<file path="src/rtl/lif_neuron_array.sv">
// Time-multiplexed leaky integrate-and-fire neuron array sharing one 2-stage MAC datapath.
// Define LIF_SPIKE_COUNT_EN to add per-neuron saturating spike counters and the o_cnt port.
module lif_neuron_array #(
  parameter int unsigned N_NEURONS = 4,
  parameter int unsigned DATA_W    = 16,
  parameter int unsigned FRAC_W    = 9,
  parameter int unsigned I_W       = 8,
  parameter int unsigned I_SHIFT   = 6,
  parameter int unsigned REF_W     = 4,
  localparam int unsigned NID_W    = (N_NEURONS > 1) ? $clog2(N_NEURONS) : 1
) (
  input  logic              clk,
  input  logic              rst_n,
  input  logic              cfg_valid,
  output logic              cfg_ready,
  input  logic [2:0]        cfg_sel,
  input  logic [NID_W-1:0]  cfg_nid,
  input  logic [DATA_W-1:0] cfg_data,
  input  logic              start,
  input  logic              stop,
  input  logic              i_valid,
  output logic              i_ready,
  input  logic [I_W-1:0]    i_data,
  output logic              o_valid,
  output logic [NID_W-1:0]  o_nid,
  output logic [DATA_W-1:0] o_v,
  output logic              o_spike,
`ifdef LIF_SPIKE_COUNT_EN
  output logic [7:0]        o_cnt,
`endif
  output logic              busy
);

  localparam int unsigned D1_W = DATA_W + 1;
  localparam int unsigned P_W  = D1_W + DATA_W;
  localparam int unsigned S_W  = P_W + 1;
  localparam int unsigned IS_W = I_W + I_SHIFT;
  localparam logic signed [S_W-1:0] SAT_MAX = {{(S_W-DATA_W+1){1'b0}}, {(DATA_W-1){1'b1}}};
  localparam logic signed [S_W-1:0] SAT_MIN = {{(S_W-DATA_W+1){1'b1}}, {(DATA_W-1){1'b0}}};

  typedef enum logic [1:0] {IDLE, RUN, DRAIN} state_t;

  state_t state, state_d;
  logic   cfg_ready_d, i_ready_d, busy_d;

  logic signed [DATA_W-1:0] e_rest [N_NEURONS];
  logic signed [DATA_W-1:0] e_tau  [N_NEURONS];
  logic signed [DATA_W-1:0] v_th   [N_NEURONS];
  logic signed [DATA_W-1:0] v_init [N_NEURONS];
  logic signed [DATA_W-1:0] v      [N_NEURONS];
  logic signed [DATA_W-1:0] v_init_nx_c [N_NEURONS];
  logic [REF_W-1:0]         t_ref   [N_NEURONS];
  logic [REF_W-1:0]         ref_cnt [N_NEURONS];
  logic [NID_W-1:0]         ptr;

  logic cfg_fire_c, start_fire_c, accept_c;

  logic signed [D1_W-1:0] d_c;
  logic signed [P_W-1:0]  d_ext_c, tau_ext_c, p_c, p_sh_c;

  logic                     s1_valid;
  logic signed [P_W-1:0]    s1_p;
  logic signed [DATA_W-1:0] s1_e_rest;
  logic [IS_W-1:0]          s1_i;
  logic [NID_W-1:0]         s1_nid;

  logic signed [S_W-1:0]    s_c;
  logic signed [DATA_W-1:0] s_sat_c, v_new_c;
  logic [REF_W-1:0]         ref_rd_c, ref_new_c;
  logic                     spike_c;

  assign cfg_fire_c   = cfg_valid && cfg_ready;
  assign start_fire_c = start && (state == IDLE);
  assign accept_c     = i_valid && i_ready;

  // State register with registered handshake/status outputs
  always_ff @(posedge clk) begin
    if (!rst_n) begin
      state     <= IDLE;
      cfg_ready <= 1'b1;
      i_ready   <= 1'b0;
      busy      <= 1'b0;
    end else begin
      state     <= state_d;
      cfg_ready <= cfg_ready_d;
      i_ready   <= i_ready_d;
      busy      <= busy_d;
    end
  end

  always_comb begin
    state_d     = state;
    cfg_ready_d = 1'b0;
    i_ready_d   = 1'b0;
    busy_d      = 1'b0;
    case (state)
      IDLE:    if (start)     state_d = RUN;
      RUN:     if (stop)      state_d = DRAIN;
      DRAIN:   if (!s1_valid) state_d = IDLE;
      default:                state_d = IDLE;
    endcase
    cfg_ready_d = (state_d == IDLE);
    busy_d      = (state_d != IDLE);
    // Single neuron: skip a cycle after each accept so S1 sees the written-back V
    i_ready_d   = (state_d == RUN) && !((N_NEURONS == 1) && accept_c);
  end

  // V_INIT as seen by a start that coincides with a config write
  always_comb begin
    for (int n = 0; n < N_NEURONS; n++) begin
      v_init_nx_c[n] = v_init[n];
      if (cfg_fire_c && (cfg_sel == 3'd3) && (32'(cfg_nid) == n))
        v_init_nx_c[n] = cfg_data;
    end
  end

  // S1: leak product (V - E_REST) * E_TAU
  assign d_c       = {v[ptr][DATA_W-1], v[ptr]} - {e_rest[ptr][DATA_W-1], e_rest[ptr]};
  assign d_ext_c   = {{(P_W-D1_W){d_c[D1_W-1]}}, d_c};
  assign tau_ext_c = {{(P_W-DATA_W){e_tau[ptr][DATA_W-1]}}, e_tau[ptr]};
  assign p_c       = d_ext_c * tau_ext_c;
  assign p_sh_c    = p_c >>> FRAC_W;

  // S2: full-width sum, saturate, threshold and refractory update
  assign s_c = {{(S_W-P_W){s1_p[P_W-1]}}, s1_p}
             + {{(S_W-DATA_W){s1_e_rest[DATA_W-1]}}, s1_e_rest}
             + {{(S_W-IS_W){1'b0}}, s1_i};

  always_comb begin
    s_sat_c   = s_c[DATA_W-1:0];
    if (s_c > SAT_MAX) s_sat_c = {1'b0, {(DATA_W-1){1'b1}}};
    if (s_c < SAT_MIN) s_sat_c = {1'b1, {(DATA_W-1){1'b0}}};
    ref_rd_c  = ref_cnt[s1_nid];
    v_new_c   = s_sat_c;
    ref_new_c = '0;
    spike_c   = 1'b0;
    if (ref_rd_c != '0) begin
      v_new_c   = s1_e_rest;
      ref_new_c = ref_rd_c - 1'b1;
    end else if (s_sat_c >= v_th[s1_nid]) begin
      v_new_c   = s1_e_rest;
      ref_new_c = t_ref[s1_nid];
      spike_c   = 1'b1;
    end
  end

`ifdef LIF_SPIKE_COUNT_EN
  logic [7:0] cnt [N_NEURONS];
  logic [7:0] cnt_new_c;
  assign cnt_new_c = (spike_c && (cnt[s1_nid] != 8'hFF)) ? cnt[s1_nid] + 8'd1 : cnt[s1_nid];
`endif

  // Register files, round-robin pointer and pipeline registers
  always_ff @(posedge clk) begin
    if (!rst_n) begin
      for (int n = 0; n < N_NEURONS; n++) begin
        e_rest[n]  <= '0;
        e_tau[n]   <= '0;
        v_th[n]    <= '0;
        v_init[n]  <= '0;
        v[n]       <= '0;
        t_ref[n]   <= '0;
        ref_cnt[n] <= '0;
`ifdef LIF_SPIKE_COUNT_EN
        cnt[n]     <= '0;
`endif
      end
      ptr       <= '0;
      s1_valid  <= 1'b0;
      s1_p      <= '0;
      s1_e_rest <= '0;
      s1_i      <= '0;
      s1_nid    <= '0;
      o_valid   <= 1'b0;
      o_nid     <= '0;
      o_v       <= '0;
      o_spike   <= 1'b0;
`ifdef LIF_SPIKE_COUNT_EN
      o_cnt     <= '0;
`endif
    end else begin
      if (cfg_fire_c && (32'(cfg_nid) < N_NEURONS)) begin
        case (cfg_sel)
          3'd0:    e_rest[cfg_nid] <= cfg_data;
          3'd1:    e_tau[cfg_nid]  <= cfg_data;
          3'd2:    v_th[cfg_nid]   <= cfg_data;
          3'd3:    v_init[cfg_nid] <= cfg_data;
          3'd4:    t_ref[cfg_nid]  <= cfg_data[REF_W-1:0];
          default: ;
        endcase
      end
      if (start_fire_c) begin
        for (int n = 0; n < N_NEURONS; n++) begin
          v[n]       <= v_init_nx_c[n];
          ref_cnt[n] <= '0;
`ifdef LIF_SPIKE_COUNT_EN
          cnt[n]     <= '0;
`endif
        end
        ptr <= '0;
      end
      s1_valid <= accept_c;
      if (accept_c) begin
        s1_p      <= p_sh_c;
        s1_e_rest <= e_rest[ptr];
        s1_i      <= IS_W'(i_data) << I_SHIFT;
        s1_nid    <= ptr;
        ptr       <= (32'(ptr) == N_NEURONS - 1) ? '0 : ptr + 1'b1;
      end
      o_valid <= s1_valid;
      if (s1_valid) begin
        v[s1_nid]       <= v_new_c;
        ref_cnt[s1_nid] <= ref_new_c;
        o_nid           <= s1_nid;
        o_v             <= v_new_c;
        o_spike         <= spike_c;
`ifdef LIF_SPIKE_COUNT_EN
        cnt[s1_nid]     <= cnt_new_c;
        o_cnt           <= cnt_new_c;
`endif
      end
    end
  end

endmodule

</file>
<file path="config.mk">
export PLATFORM = sky130hd
export DESIGN_NAME = lif_neuron_array
export DESIGN_NICKNAME = d
export VERILOG_FILES = /design/src/rtl/lif_neuron_array.sv
export SDC_FILE = /design/constraint.sdc
export NUM_CORES = 2
export LEC_CHECK = 0
export BUFFER_PORTS_ARGS = -buffer_cell sky130_fd_sc_hd__clkbuf_2
export CAP_MARGIN = 20
export CORE_MARGIN = 8
export CORE_UTILIZATION = 63
export DETAILED_ROUTE_END_ITERATION = 10
export PLACE_DENSITY_LB_ADDON = 0.1
export SLEW_MARGIN = 20
export SYNTH_ARGS = -nofsm -noshare
export SYNTH_HDL_FRONTEND = slang
export SYNTH_SLANG_ARGS = --single-unit
</file>
<file path="constraint.sdc">
create_clock -name clk -period 25.3 [get_ports clk]
set_input_delay 1.265 -clock clk [delete_from_list [all_inputs] [get_ports clk]]
set_output_delay 1.265 -clock clk [all_outputs]
set_load 0.01 [all_outputs]
</file>
# After elaboration in Yosys (flattened, before gate mapping)
# Memory sizes are Yosys's and may differ from the RTL's. A register that Yosys moved wholly into a read port is not among the register bits.
# Index checks and enable logic that the tools add are counted.
[word_totals] regBits=78 mem_bits_rw=352 inputBits=35 output_inout_bits=23 n_memories=7
[memory_table] name="e_rest" words=4 word_bits=16 rd=1 rd_clocked_by_memory_dff=1 write_ports=4 line_no="46" source="logic signed [DATA_W-1:0] e_rest [N_NEURONS];"
[memory_table] name="e_tau" words=4 word_bits=16 rd=1 rd_clocked_by_memory_dff=1 write_ports=4 line_no="47" source="logic signed [DATA_W-1:0] e_tau [N_NEURONS];"
[memory_table] name="v" words=4 word_bits=16 rd=1 rd_clocked_by_memory_dff=1 write_ports=5 line_no="50" source="logic signed [DATA_W-1:0] v [N_NEURONS];"
[memory_table] name="v_init" words=4 word_bits=16 rd=4 rd_clocked_by_memory_dff=0 write_ports=4 line_no="49" source="logic signed [DATA_W-1:0] v_init [N_NEURONS];"
[memory_table] name="v_th" words=4 word_bits=16 rd=1 rd_clocked_by_memory_dff=1 write_ports=4 line_no="48" source="logic signed [DATA_W-1:0] v_th [N_NEURONS];"
[memory_table] name="ref_cnt" words=4 word_bits=4 rd=1 rd_clocked_by_memory_dff=1 write_ports=5 line_no="53" source="logic [REF_W-1:0] ref_cnt [N_NEURONS];"
[memory_table] name="+1 memories"
[op_classes] addsub=5 multipliers=1 magnitude_cmp=3 eq_ne=11 n_mux=81 n_bitwise=8 n_reduce_logical=20
[op_table] operator="$mux 16" count=16
[op_table] operator="$reduce_or 16->1" count=4
[op_table] operator="$mux 2" count=23
[op_table] operator="$mux 1" count=34
[op_table] operator="$mul 17x16->33" count=1
[op_table] operator="$mux 4" count=7
[op_table] operator="$add 25x15->26" count=1
[op_table] operator="$gt 26x16->1 const B" count=1
[op_table] operator="$lt 26x16->1 const B" count=1
[op_table] operator="$add 24x16->25" count=1
[op_table] operator="$sub 16x16->17" count=1
[op_table] operator="$ge 16x16->1" count=1
[op_table] operator="$eq 2x2->1 const B" count=4
[op_table] operator="$logic_and 1x1->1" count=8
[op_table] operator="$or 1x1->1" count=8
[op_table] operator="$eq 2x1->1 const B" count=3
[op_table] operator="$eq 3x2->1 const B" count=2
[op_table] operator="$logic_not 2->1" count=3
[op_table] operator="$pmux 2 s3" count=1
[op_table] operator="$reduce_bool 2->1" count=2
[op_table] operator="$reduce_bool 4->1" count=1
[op_table] operator="$reduce_or 4->1" count=1
[op_table] operator="$sub 4x1->4 const B" count=1
[op_table] operator="$eq 3x1->1 const B" count=1
[op_table] operator="other kinds (3)" count=3

# Longest topological paths before layout
[logic_depth] depth_word=8 ltp_mapped=41 depth_no_buf=36

# Worst setup path after synthesis
# Ideal clock, no wire load.
[synth_path] path_kind="flip-flop to flip-flop" from="register (tool-made name)" to="register s1_p[23] (netlist name)" setup_ns=0.095 arrival_ns=9.675 path_slack_ns=15.529 stages_incl_launch_ff=40 period_less_slack_ns=9.771 path_cell_list="dfxtp_1 > clkbuf_1 > buf_1 > buf_1 > clkbuf_1 > mux4_2 > inv_1 > ha_1 > fa_1 > nor2b_1 > o21ai_0 > a21boi_0 > o21ai_0 > a21oi_1 > a211oi_1 > nor3_1 > a41oi_1 > a31oi_1 > (+4 left out) > fa_1 > fa_1 > inv_1 > fa_1 > fa_1 > inv_1 > fa_1 > inv_1 > ha_1 > a21o_1 > a21o_1 > a221o_1 > a21o_1 > a31o_2 > nand2_1 > o211ai_2 > mux2i_1 > a221oi_1"

==> metrics.md <==
| Metric | Value |
|---|---|
| FMAX | `92.0 MHz` |
| Most frequent CP cell | `fa_1` |
| Critical Path RT | `25.81 ns` |
| Adder-cell area share of the yosys netlist | `23.4%` |
| Utilization after layout | `68.3%` |
| Type of the most critical hold path | `reg -> reg` |
| Mapped Cells | `3129` |
| Full die area | `0.0594 mm2` |
| Initial DRT Pass Iterations | `8` |
| Sink Count | `434` |
| Hold Crit Start | `s1_p[3]$_SDFFE_PN0P_` |
| Post-Syn Area | `0.0327 mm2` |
| Run status | `finished, final reports clean` |
| R2R Setup Slk | `14.43 ns` |
| Vias in the first global route | `24563` |
| # setup viols final | `0` |
| Slowest-stage cell, CP | `nor2_1` |
| Initial core utilization | `63.7%` |
| Routed WL per cell | `24.6 um` |
| Clk_lat worst skew | `0.61 ns` |
| All-Layer GR Usage | `31.8%` |
| Fin. max-slew vios | `0` |
| Fin nets | `3582` |
| Total grt overflow | `0` |
| Unrepaired setup endpoints after global routing | `no` |
| Hold Path Sink | `s1_p[3]$_SDFFE_PN0P_` |
| I/O Pins | `58` |
| Critical path arrival | `11.38 ns` |
| Syn-to-layout area delta | `7.26%` |
| Routed vias | `24042` |
| Fill count | `4021` |
| Ys flop type | `edfxtp_1` |
| Post-synthesis simple-gate area fraction | `16.6%` |
| CP Buf/Inv Count | `5` |
| Final GP Congestion | `0.980` |
| Final hold vios | `0` |
| Largest net degree at the start of global routing | `78` |
| Final HPWL DP | `69100 um` |
| Part of the cycle the worst path needs | `43.0%` |
| Syn_nets | `3605` |
| Height of the die | `244 um` |
| Largest family of logic cells by synthesized area | `adder cells` |
| Period minus WS final | `10.87 ns` |
| Mapped Avg Cell Area | `10.4 um2` |
| CP startpoint kind | `flip-flop` |
| Top post-synthesis cells by area | `edfxtp_1 (32%), fa_1 (17%), ha_1 (6.0%)` |
| Max_slew headroom | `24.1%` |
| Inserted Clock Buffers | `46` |
| Synth Area in XOR/XNOR | `1.68%` |
| Commonest non-fill, non-tap cell in the layout | `nand2_1` |
| Max-cap violations | `0` |
| Clk root buf | `clkbuf_16` |
| PortBufs | `57` |
| Critical path type | `reg -> reg` |
| Post-CTS Hold Fix Bufs | `0` |
| Seq cells post-synth | `434` |
| Synth Area in Compound Gates | `8.69%` |
| Cell taking the most area after synthesis | `edfxtp_1` |
| Setup crit end kind | `flip-flop` |
| Fin Setup TNS | `0 ns` |
| Global-route wire length before repair | `146000 um` |
| Routed WL | `94200 um` |
| Worst path max stage delay | `0.84 ns` |
| DRT iter0 DRCs | `2492` |
| Worst R2R Path Depth | `34` |
| Rows | `83` |
| CP Depth | `34` |
| Post-route DRC | `0` |
| Maximum buffer depth of the clock tree | `3` |
| Initial antenna violation count | `1` |
| Post-cts resize count | `0` |
| Clock-pin transition on the worst setup and hold timing paths | `0.06 ns` |
| Worst-Margin Slew | `1.14 ns` |
| Post-CTS setup buffer count | `0` |
| Post-synth EDFFs | `352` |
| Critical path's top delay family | `adder cells` |
| Area share of the leading cell type in the synthesized netlist | `32.3%` |
| Die Width | `244 um` |
| Vias/cell | `6.29` |
| Sequential share of the synthesized area | `37.4%` |
| Commonest non-fill, non-tap cells in the layout | `nand2_1 (414), inv_1 (386), edfxtp_1 (352)` |
| Max H-tree Level | `2` |
| Ratio of cells with drive above 1 in the final layout | `10.5%` |
| R2r endpoint | `s1_p[16]$_SDFFE_PN0P_` |
| Core ar. | `0.0513 mm2` |
| Count of cell types in the netlist | `84` |
| Post-synthesis mux area share | `5.63%` |
| Crit Path Max Fanout | `44` |
| Hold depth | `2` |
| Warnings, synthesis | `0` |
| ANT nets after route | `0` |
| Clk_skew | `0.0349 ns` |
| Fraction of registers with async set/reset | `0%` |
| Antenna diode count | `0` |
| CTS tree | `done` |
-- metal layers --
metal,global-route usage [%],up-vias,routed length [um]
met4,12.7,0,4300
met5,0,-,0
met3,5.63,238,8330
li1,-,10603,-
met2,52.6,1214,45100
met1,41.5,11987,36400
-- cells by family (layout without fill, tap and decap cells) --
family                     Yosys count  in the layout
and+or+nand+nor                   1109           1109
buffers and inverters              570            582
adders and majority gates          441            441
DFF                                434            434
AOI/OAI and AO/OA                  407            407
muxes                              106            106
xor gates and xnor gates            62             62
-- metrics by stage --
stage | setup slack [ns] | std cells | instance area (um2) | hold slack (ns)
after global routing | 13.65 | 3821 | 35100 | 0.488
final | 14.43 | 3821 | 35100 | 0.461
after CTS | 14.46 | 3820 | 35000 | 0.465
after global placement | 14.73 | 3737 | 33500 | 0.446
after detailed placement | 14.50 | 3737 | 33600 | 0.453
after floorplan | 15.53 | 3129 | 32700 | 0.436
-- worst min-delay path, cell delays in order (launching register included) --
cell and delay [ns]:
dfxtp_1 0.31, nand2_1 0.05, a21oi_1 0.05
-- state kept, by name, indices dropped and copies added (netlist names), named ones only --
name,flops
e_rest,64
e_tau,64
v,64
v_init,64
v_th,64
s1_p,24
o_v,16
ref_cnt,16
s1_e_rest,16
t_ref,16
s1_i,8
o_nid,2
ptr,2
s1_nid,2
state,2
busy,1
cfg_ready,1
i_ready,1
o_spike,1
o_valid,1
s1_valid,1
-- synthesized netlist by cell type (12+ instances only) --
cell type  number
a211oi_1       12
a21o_1         30
a21oi_1       132
a221o_1        49
and2_1         50
and3_1        168
buf_1          17
clkbuf_1      153
dfxtp_1        82
edfxtp_1      352
fa_1          285
ha_1          156
inv_1         387
mux2_2         12
mux2i_1        33
mux4_2         61
nand2_1       415
nand2b_1       18
nand3_1        38
nand3b_1       17
nand4_1        23
nor2_1        273
nor3_1         31
o21a_1         17
o21ai_0        58
o31ai_1        15
or3_1          12
xnor2_1        36
xor2_1         25
-- worst max-delay path by stage --
stage                                  to  slack (ns)
floorplan           s1_p[23]$_SDFFE_PN0P_       15.53
global placement    s1_p[16]$_SDFFE_PN0P_       14.73
detailed placement  s1_p[16]$_SDFFE_PN0P_       14.50
CTS                 s1_p[16]$_SDFFE_PN0P_       14.46
global route        s1_p[16]$_SDFFE_PN0P_       13.65
finish              s1_p[16]$_SDFFE_PN0P_       14.43
-- area by class of cell --
cell class              instances  area (um2)  area share, %
multi-input cells            2125       18400           52.4
inverters                     388        1460           4.15
well taps                     680         851           2.43
repair buffers                111         691           1.97
flip-flops and latches        434       12200           34.9
clock inverters                27         290          0.828
clock buffers                  56        1190           3.39
Power is left out: the tool's default activity adds up to more than one toggle a clock period on the data nets, which glitch-free logic cannot reach.
